--- src/rtl/pipe_gen.sv ---
// Scrolling pipe-field generator: shifts an 8x8 field one column per tick, spawning LFSR-placed pipes.
// Latency: one cycle from an enable tick to the updated green_array/spawned/gap_top.
// Backpressure: none; halt freezes the field until clear; enable held high gives one tick per clock.
//
// Ports:
//   clk, reset (async, active-low)   - clock and reset
//   enable                           - scroll tick
//   halt                             - game over, freezes the field
//   clear                            - synchronous restart back to IDLE
//   green_array[row][col]            - pipe field; column 6 feeds the score stage
//   spawned                          - pulse the cycle after a pipe enters column 0
//   gap_top                          - lowest gap row of the most recent pipe
module pipe_gen #(
  parameter int         GAP_H     = 3,
  parameter int         SPACING   = 4,
  parameter logic [7:0] LFSR_SEED = 8'hA5
) (
  input  logic            clk,
  input  logic            reset,
  input  logic            enable,
  input  logic            halt,
  input  logic            clear,
  output logic [7:0][7:0] green_array,
  output logic            spawned,
  output logic [2:0]      gap_top
);

  typedef enum logic [1:0] {IDLE, RUN, FROZEN} state_t;

  // Highest legal gap_top, and the fold-back amount for raw values above it.
  localparam logic [2:0] GAP_MAX  = 3'(8 - GAP_H);
  localparam logic [2:0] GAP_WRAP = 3'(9 - GAP_H);
  localparam logic [3:0] SP_LAST  = 4'(SPACING - 1);

  state_t      state, state_nxt;
  logic        tick;
  logic [3:0]  sp;
  logic [7:0]  lfsr;
  logic [7:0]  lfsr_nxt;
  logic [2:0]  raw;
  logic [2:0]  gap_new;
  logic [7:0]  pipe_col;
  logic [7:0]  new_col;
  logic        spawn_now;

  // Control: clear beats halt beats enable. The IDLE->RUN enable is itself a tick.
  always_comb begin
    state_nxt = state;
    tick      = 1'b0;
    if (clear) begin
      state_nxt = IDLE;
    end else begin
      case (state)
        IDLE: begin
          if (enable && !halt) begin
            state_nxt = RUN;
            tick      = 1'b1;
          end
        end
        RUN: begin
          if (halt) begin
            state_nxt = FROZEN;
          end else if (enable) begin
            tick = 1'b1;
          end
        end
        FROZEN: begin
          state_nxt = FROZEN;
        end
        default: begin
          state_nxt = IDLE;
        end
      endcase
    end
  end

  // Gap placement from the low LFSR bits, folded so the gap stays inside rows 0..7.
  always_comb begin
    raw      = lfsr[2:0];
    gap_new  = (raw <= GAP_MAX) ? raw : (raw - GAP_WRAP);
    lfsr_nxt = {lfsr[6:0], lfsr[7] ^ lfsr[5] ^ lfsr[4] ^ lfsr[3]};
    pipe_col = 8'hFF;
    for (int r = 0; r < 8; r++) begin
      if ((4'(r) >= {1'b0, gap_new}) && (4'(r) < ({1'b0, gap_new} + 4'(GAP_H)))) begin
        pipe_col[r] = 1'b0;
      end
    end
    spawn_now = (sp == 4'd0);
    new_col   = spawn_now ? pipe_col : 8'h00;
  end

  always_ff @(posedge clk or negedge reset) begin
    if (!reset) begin
      state       <= IDLE;
      green_array <= '0;
      sp          <= 4'd0;
      lfsr        <= LFSR_SEED;
      spawned     <= 1'b0;
      gap_top     <= 3'd0;
    end else begin
      state <= state_nxt;
      if (clear) begin
        green_array <= '0;
        sp          <= 4'd0;
        lfsr        <= LFSR_SEED;
        spawned     <= 1'b0;
        gap_top     <= 3'd0;
      end else begin
        spawned <= 1'b0;
        if (tick) begin
          // Bit c of each row is column c: shift toward column 7, new content into column 0.
          for (int r = 0; r < 8; r++) begin
            green_array[r] <= {green_array[r][6:0], new_col[r]};
          end
          sp <= (sp == SP_LAST) ? 4'd0 : sp + 4'd1;
          if (spawn_now) begin
            spawned <= 1'b1;
            gap_top <= gap_new;
            // Advanced only after its current value has placed this pipe.
            lfsr    <= lfsr_nxt;
          end
        end
      end
    end
  end

endmodule

--- config.mk ---
export PLATFORM = sky130hd
export DESIGN_NAME = pipe_gen
export DESIGN_NICKNAME = d
export VERILOG_FILES = /design/src/rtl/pipe_gen.sv
export SDC_FILE = /design/constraint.sdc
export NUM_CORES = 1
export LEC_CHECK = 0
export CAP_MARGIN = 20
export CORE_MARGIN = 3
export CORE_UTILIZATION = 51
export CTS_CLUSTER_DIAMETER = 150
export DETAILED_ROUTE_END_ITERATION = 6
export PLACE_DENSITY_LB_ADDON = 0.12
export SLEW_MARGIN = 20
export SYNTH_ARGS = -nofsm -noshare
export SYNTH_HDL_FRONTEND = slang
export SYNTH_SLANG_ARGS = --single-unit
--- constraint.sdc ---
create_clock -name clk -period 2.54 [get_ports clk]
set_clock_uncertainty 0.2 [all_clocks]
set_input_delay 0.508 -clock clk [delete_from_list [all_inputs] [get_ports clk]]
set_output_delay 0.508 -clock clk [all_outputs]
set_load 0.02 [all_outputs]
Yosys cells after proc, flatten, opt, wreduce, memory -nomap -nowiden --
Cells that the tools add are included.
Operators by class: $add $sub $neg 3, bitwise gates (word level) 3, multiplexer cells 33, $lt $le $gt $ge 16, equal/unequal tests 5, reductions and logical operators 15
Operators by type and width (number):
- 64-bit two-way mux | 2
- 8-bit two-way mux | 4
- 3-bit by 4-bit less-than comparator with 1-bit output, first input constant | 4
- 1-bit two-way mux | 15
- 3-bit two-way mux | 4
- 4-bit two-way mux | 3
- 3-bit >= comparator, first input constant | 3
- 1-bit logical AND | 8
- 1-bit by 4-bit less-than comparator with 1-bit output, first input constant | 2
- 2-bit by 4-bit less-than comparator with 1-bit output, first input constant | 2
- 1-bit by 3-bit >= comparator with 1-bit output, first input constant | 2
- 2-bit by 3-bit >= comparator with 1-bit output, first input constant | 2
- 2-bit two-way mux | 3
- 3-bit != test, second input constant | 2
- 2-bit case mux with 3 select lines | 1
- 3-bit by 2-bit adder with 4-bit output, second input constant | 1
- 4-bit by 1-bit adder with 4-bit output, second input constant | 1
- 4-bit by 2-bit equality test with 1-bit output, second input constant | 1
- 4-bit logical NOT | 1
- 2-bit AND reduction | 2
- 2-bit nonzero test | 2
- 3-bit less-or-equal comparator, second input constant | 1
- 3-bit subtractor, second input constant | 1
- 1-bit XOR | 3
- 5 further kinds | 5
Storage, ports and cells: input bits 5, register bits after elaboration 82

Depth between registers and ports, before layout --
Gate-level depths: netlist (run 1).
depth in word-level cells 9, depth in mapped cells 8, depth with buffers taken out 6

Worst setup path after synthesis (run 1) --
No wires, ideal clock.
kind register to register, start register lfsr[2], end register green_array[32] in the netlist's numbering, period minus slack after synthesis 1937 ps, arrival 1615 ps, buffers on the path 0, cell stages (with the launch flop) 6, data required time 2218 ps, path slack 603 ps, cell sequence dfstp_2 inv_1 ha_1 or3b_2 a21o_1 a32o_1
On the way: cells in the longest elaborated chain, start to end 9, elaborated cells on any way between the ends 11, those cells by class 2 x add/sub; 3 x order compare; 5 x mux; 1 x reduce/logical
Ends and longest elaborated chain:
- start: declaration | RTL line 38 | logic [7:0] lfsr;
- start signal: assignment | RTL line 120 | lfsr <= lfsr_nxt;
- 3-bit subtractor or 3-bit less-or-equal comparator (tied branches) | RTL line 80 | gap_new = (raw <= GAP_MAX) ? raw : (raw - GAP_WRAP);
- 3-bit two-way mux (*) | RTL line 80
- 3-bit by 2-bit adder with 4-bit output | RTL line 84 | if ((4'(r) >= {1'b0, gap_new}) && (4'(r) < ({1'b0, gap_new} + 4'(GAP_H)))) begin
- 3-bit by 4-bit less-than comparator with 1-bit output | RTL line 84
- 1-bit logical AND (*) | RTL line 84
- 1-bit two-way mux (*) | RTL line 84
- 8-bit two-way mux (*) | RTL line 89 | new_col = spawn_now ? pipe_col : 8'h00;
- 64-bit two-way mux (*) | RTL line 110 | if (tick) begin
- 64-bit two-way mux (*) | RTL line 102 | if (clear) begin
- end signal: indexed assignment | RTL line 113 | green_array[r] <= {green_array[r][6:0], new_col[r]};
- end: declaration | RTL line 23 | output logic [7:0][7:0] green_array,
Mark *: on every way between the ends. The rest lies on a longest branch, timed or not. The select of a mux whose other input is x is not followed. A chain may end at the register's enable or synchronous reset.

Final worst setup path (run 1) --
start register state[0], end register green_array[13] in the netlist's numbering
On the way: cells in the longest elaborated chain, start to end 4, elaborated cells on any way between the ends 5, those cells by class 1 x eq/ne; 2 x mux; 2 x reduce/logical
Ends and longest elaborated chain:
- start: declaration | RTL line 35 | state_t state, state_nxt;
- start signal: assignment | RTL line 101 | state <= state_nxt;
- 2-bit by 1-bit equality test with 1-bit output or 2-bit logical NOT (tied branches) | RTL line 53 | case (state)
- 1-bit case mux with 2 select lines (*) | RTL line 53
- 1-bit two-way mux (*) | RTL line 50 | if (clear) begin
- 2-bit nonzero test (no source line) (*)
Mark *: on every way between the ends. The rest lies on a longest branch, timed or not.

==> results of run 1 <==
-- layout by cell type, fill, tap and decap left out, types with 7 or more instances in the layout --
master,count
nand4_1,8
dfrtp_1,77
ha_1,9
o31ai_1,9
buf_4,7
a21oi_1,14
inv_1,9
o21ai_0,11
a22o_1,58
clkbuf_8,10
clkdlybuf4s50_1,71
-- through the flow --
| step | area [µm²] | worst slack, ns | power (mW) | hold WS, ns |
|---|---|---|---|---|
| finish | 4500 | 0.371 | 2.93 | 0.308 |
| global route | 4500 | 0.268 | 3.07 | 0.326 |
| CTS | 4500 | 0.399 | 2.95 | 0.313 |
| detailed placement | 4260 | 0.154 | 1.90 | 0.291 |
| global placement | 4260 | 0.195 | 1.89 | 0.289 |
| floorplan | 3460 | 0.603 | 1.73 | 0.0124 |
-- worst max path at each step --
stage	from	endpoint	slack, ns	cells past startpoint
after floorplan	lfsr[2]$_DFFE_PN1P_	green_array[32]$_DFFE_PN0P_	0.60	5
after global placement	halt	green_array[48]$_DFFE_PN0P_	0.19	4
after detailed placement	halt	green_array[37]$_DFFE_PN0P_	0.15	5
after CTS	state[0]$_DFFE_PN0P_	green_array[13]$_DFFE_PN0P_	0.40	6
after global routing	sp[0]$_DFFE_PN0P_	green_array[8]$_DFFE_PN0P_	0.27	5
final	state[0]$_DFFE_PN0P_	green_array[13]$_DFFE_PN0P_	0.37	6
-- cells by family after synthesis --
| family | after synthesis |
|---|---|
| AND/OR/NAND/NOR | 38 |
| AO/OA/AOI/OAI | 111 |
| flip-flops | 81 |
| XOR/XNOR | 3 |
| adder cells (fa/ha/maj) | 9 |
| buffers and inverters | 35 |
-- state kept, by name (all words and copies together) (netlist names) --
signal,count
sp,4
green_array,64
lfsr,7
state,2
gap_top,3
spawned,1
-- power by group --
part	leakage (nW)	total [mW]	switching (mW)	internal [mW]
Sequential	1.11	1.38	0.0420	1.34
Clock	0.116	1.05	0.463	0.584
Combinational	0.765	0.497	0.310	0.187
Total	1.99	2.93	0.816	2.11
-- final cells by class --
class | instances | area (µm²) | area share [%]
sequential | 81 | 2030 | 45.1
multi-input combinational | 161 | 1260 | 28.0
timing repair buffer | 83 | 853 | 18.9
clock buffer | 10 | 138 | 3.06
tap | 77 | 96.3 | 2.14
clock inverter | 6 | 91.3 | 2.03
inverter | 9 | 33.8 | 0.750
-- routing by layer --
metal	global-route usage, %	vias up	share of wire, %
li1	-	1195	-
met1	28.6	1243	47
met2	30.2	57	48
met3	4.47	4	3.4
met4	6.87	0	0.80
met5	0	-	0
-- timing repair --
action	4_1_cts	5_1_grt
hold buffers	1	0
setup buffers	0	0
hold endpoints to repair	30	0
resized for setup	0	0
-- worst reg2reg max path: cells and delay by family, from the launching register on --
kind            cells  cell delay, ns
buf+inv             2            0.32
fa+ha+maj           1            0.25
flops               1            0.37
compound gates      2            0.50
simple gates        1            0.47
==> results by group, run 1 <==
Synthesis
  • Synth Area in Adders: 3.25%
  • Dominant cell type by area after synthesis: dfrtp_1
  • Synthesized cell area: 3460 µm²
  • Area contributors post-synth: dfrtp_1 (56%), a22o_1 (15%), ha_1 (3.3%)
  • XOR/XNOR share of the synthesized area: 0.759%
  • Mapped Cells: 277
  • Net Count, Synth: 291
  • Library cells used by synthesis: 43
  • EDFF count, synth: 0
  • Post-synth top cells: dfrtp_1 (77), a22o_1 (58), a21oi_1 (14), buf_2 (12), o21ai_0 (11)
  • Synth Flop Type: dfrtp_1
  • Main combinational cell family by area after synthesis: compound AO/OA/AOI/OAI gates
  • Synth Area in Compound Gates: 24.9%
  • Post-synthesis mux area share: 0%
  • Top-area cell type share of the netlist area: 55.7%
  • Async SR Flop Fraction: 100%
  • Mean post-synth cell area: 12.5 µm²
  • Yosys warning total: 0
  • Count leader, synth: dfrtp_1
  • Flops & latches, synth: 81
  • Register area share after synthesis: 58.7%
  • Synth Area in Simple Gates: 7.30%

Final layout
  • Fillers: 457
  • Layout Nets: 359
  • Final cell count without fillers: 427
  • Layout area overhead: 30.1%
  • Layout cell share with drive strength beyond 1: 10.0%
  • Finished Core Util: 69.7%
  • # diodes: 0

Clock network
  • CTS Sinks: 81
  • Skew-Pair Late Insertion Delay: 0.34 ns
  • Clk buf depth: 2
  • Clock-pin slew on the worst setup and hold paths: 0.08 ns
  • CTS root buffer: clkbuf_8
  • H-tree levels: 3
  • CTS tree: yes
  • CTS buffer count: 9

Worst setup path
  • Slowest cell delay on critical path: 0.47 ns
  • Required time worst endpoint: 2.61 ns
  • Crit path kind: reg -> reg
  • Worst Path Max Fanout: 59
  • CP Cell Sequence: inv_1 > ha_1 > or2_1 > a21oi_4 > buf_12 > a22o_1
  • Worst Setup End Kind: flop
  • CP Launch Type: flop
  • Reg2reg setup slack: 0.37 ns
  • Slowest CP cell: or2_1
  • Reg2reg start: state[0]$_DFFE_PN0P_
  • Worst Reg-to-Reg Cells: 6
  • Worst r2r dst: green_array[13]$_DFFE_PN0P_
  • Buf/Inv on CP: 2
  • Data arrival, critical path: 2.23 ns
  • CP top delay family: simple AND/OR/NAND/NOR gates

Timing
  • Final Max Slew Viols: 0
  • RSZ-0062 raised after global routing: false
  • Setup TNS: 0 ns
  • Max transition margin: 60.3%
  • Final hold vios: 0
  • Worst-Margin Slew: 0.596 ns
  • Part of the cycle the worst path needs: 85.4%
  • Final setup vio count: 0
  • Max Clk Rate: 461 MHz
  • Minimum clock period: 2.17 ns

Floorplanning
  • Rows: 29
  • Core area: 6460 µm²
  • Top Ports: 73
  • Die Footprint: 7810 µm²
  • Die W: 88.4 µm
  • Starting Density: 53.6%
  • Die Y: 88.4 µm

Detailed routing
  • Number of vias per cell: 5.85
  • DR vias: 2499
  • First drt pass iteration count: 4
  • Wirelength per Cell: 17.2 µm
  • WL final: 7340 µm
  • DRT iter0 DRCs: 135
  • DRT antenna net count: 0
  • # DRC: 0

GRT
  • Largest net degree at the start of global routing: 60
  • Total gr overflow: 0
  • First-pass GRT wire length: 12000 µm
  • Global router's overall resource usage: 19.9%
  • Vias in the first global route: 2398
  • Antenna violations before repair: 0

Min path
  • Worst hold path endpoint: green_array[15]$_DFFE_PN0P_
  • Hold path depth: 1
  • Hold path start: green_array[15]$_DFFE_PN0P_
  • Worst Hold Class: reg -> reg

Placed design
  • GPL Wtd Cong: 0.823
  • Buffers on Ports: 72
  • Placed insts: 410
  • Hpwl dp: 4880 µm

Pwr
  • Worst VDD drop: 0.400 mV
  • Pwr dens: 650 nW/µm²
  • P_leak: 1.99 nW

Run
  • # Max-Cap Violations: 0

Outcome
  • Outcome: completed
No activity file was read; power rests on OpenSTA's default activity.
==> run 2, diff against run 1 <==
Settings changed: ABC_CLOCK_PERIOD_IN_PS set to 2540.
==> results of run 2 <==
Final layout, timing and power as in run 1 (identical DEF).
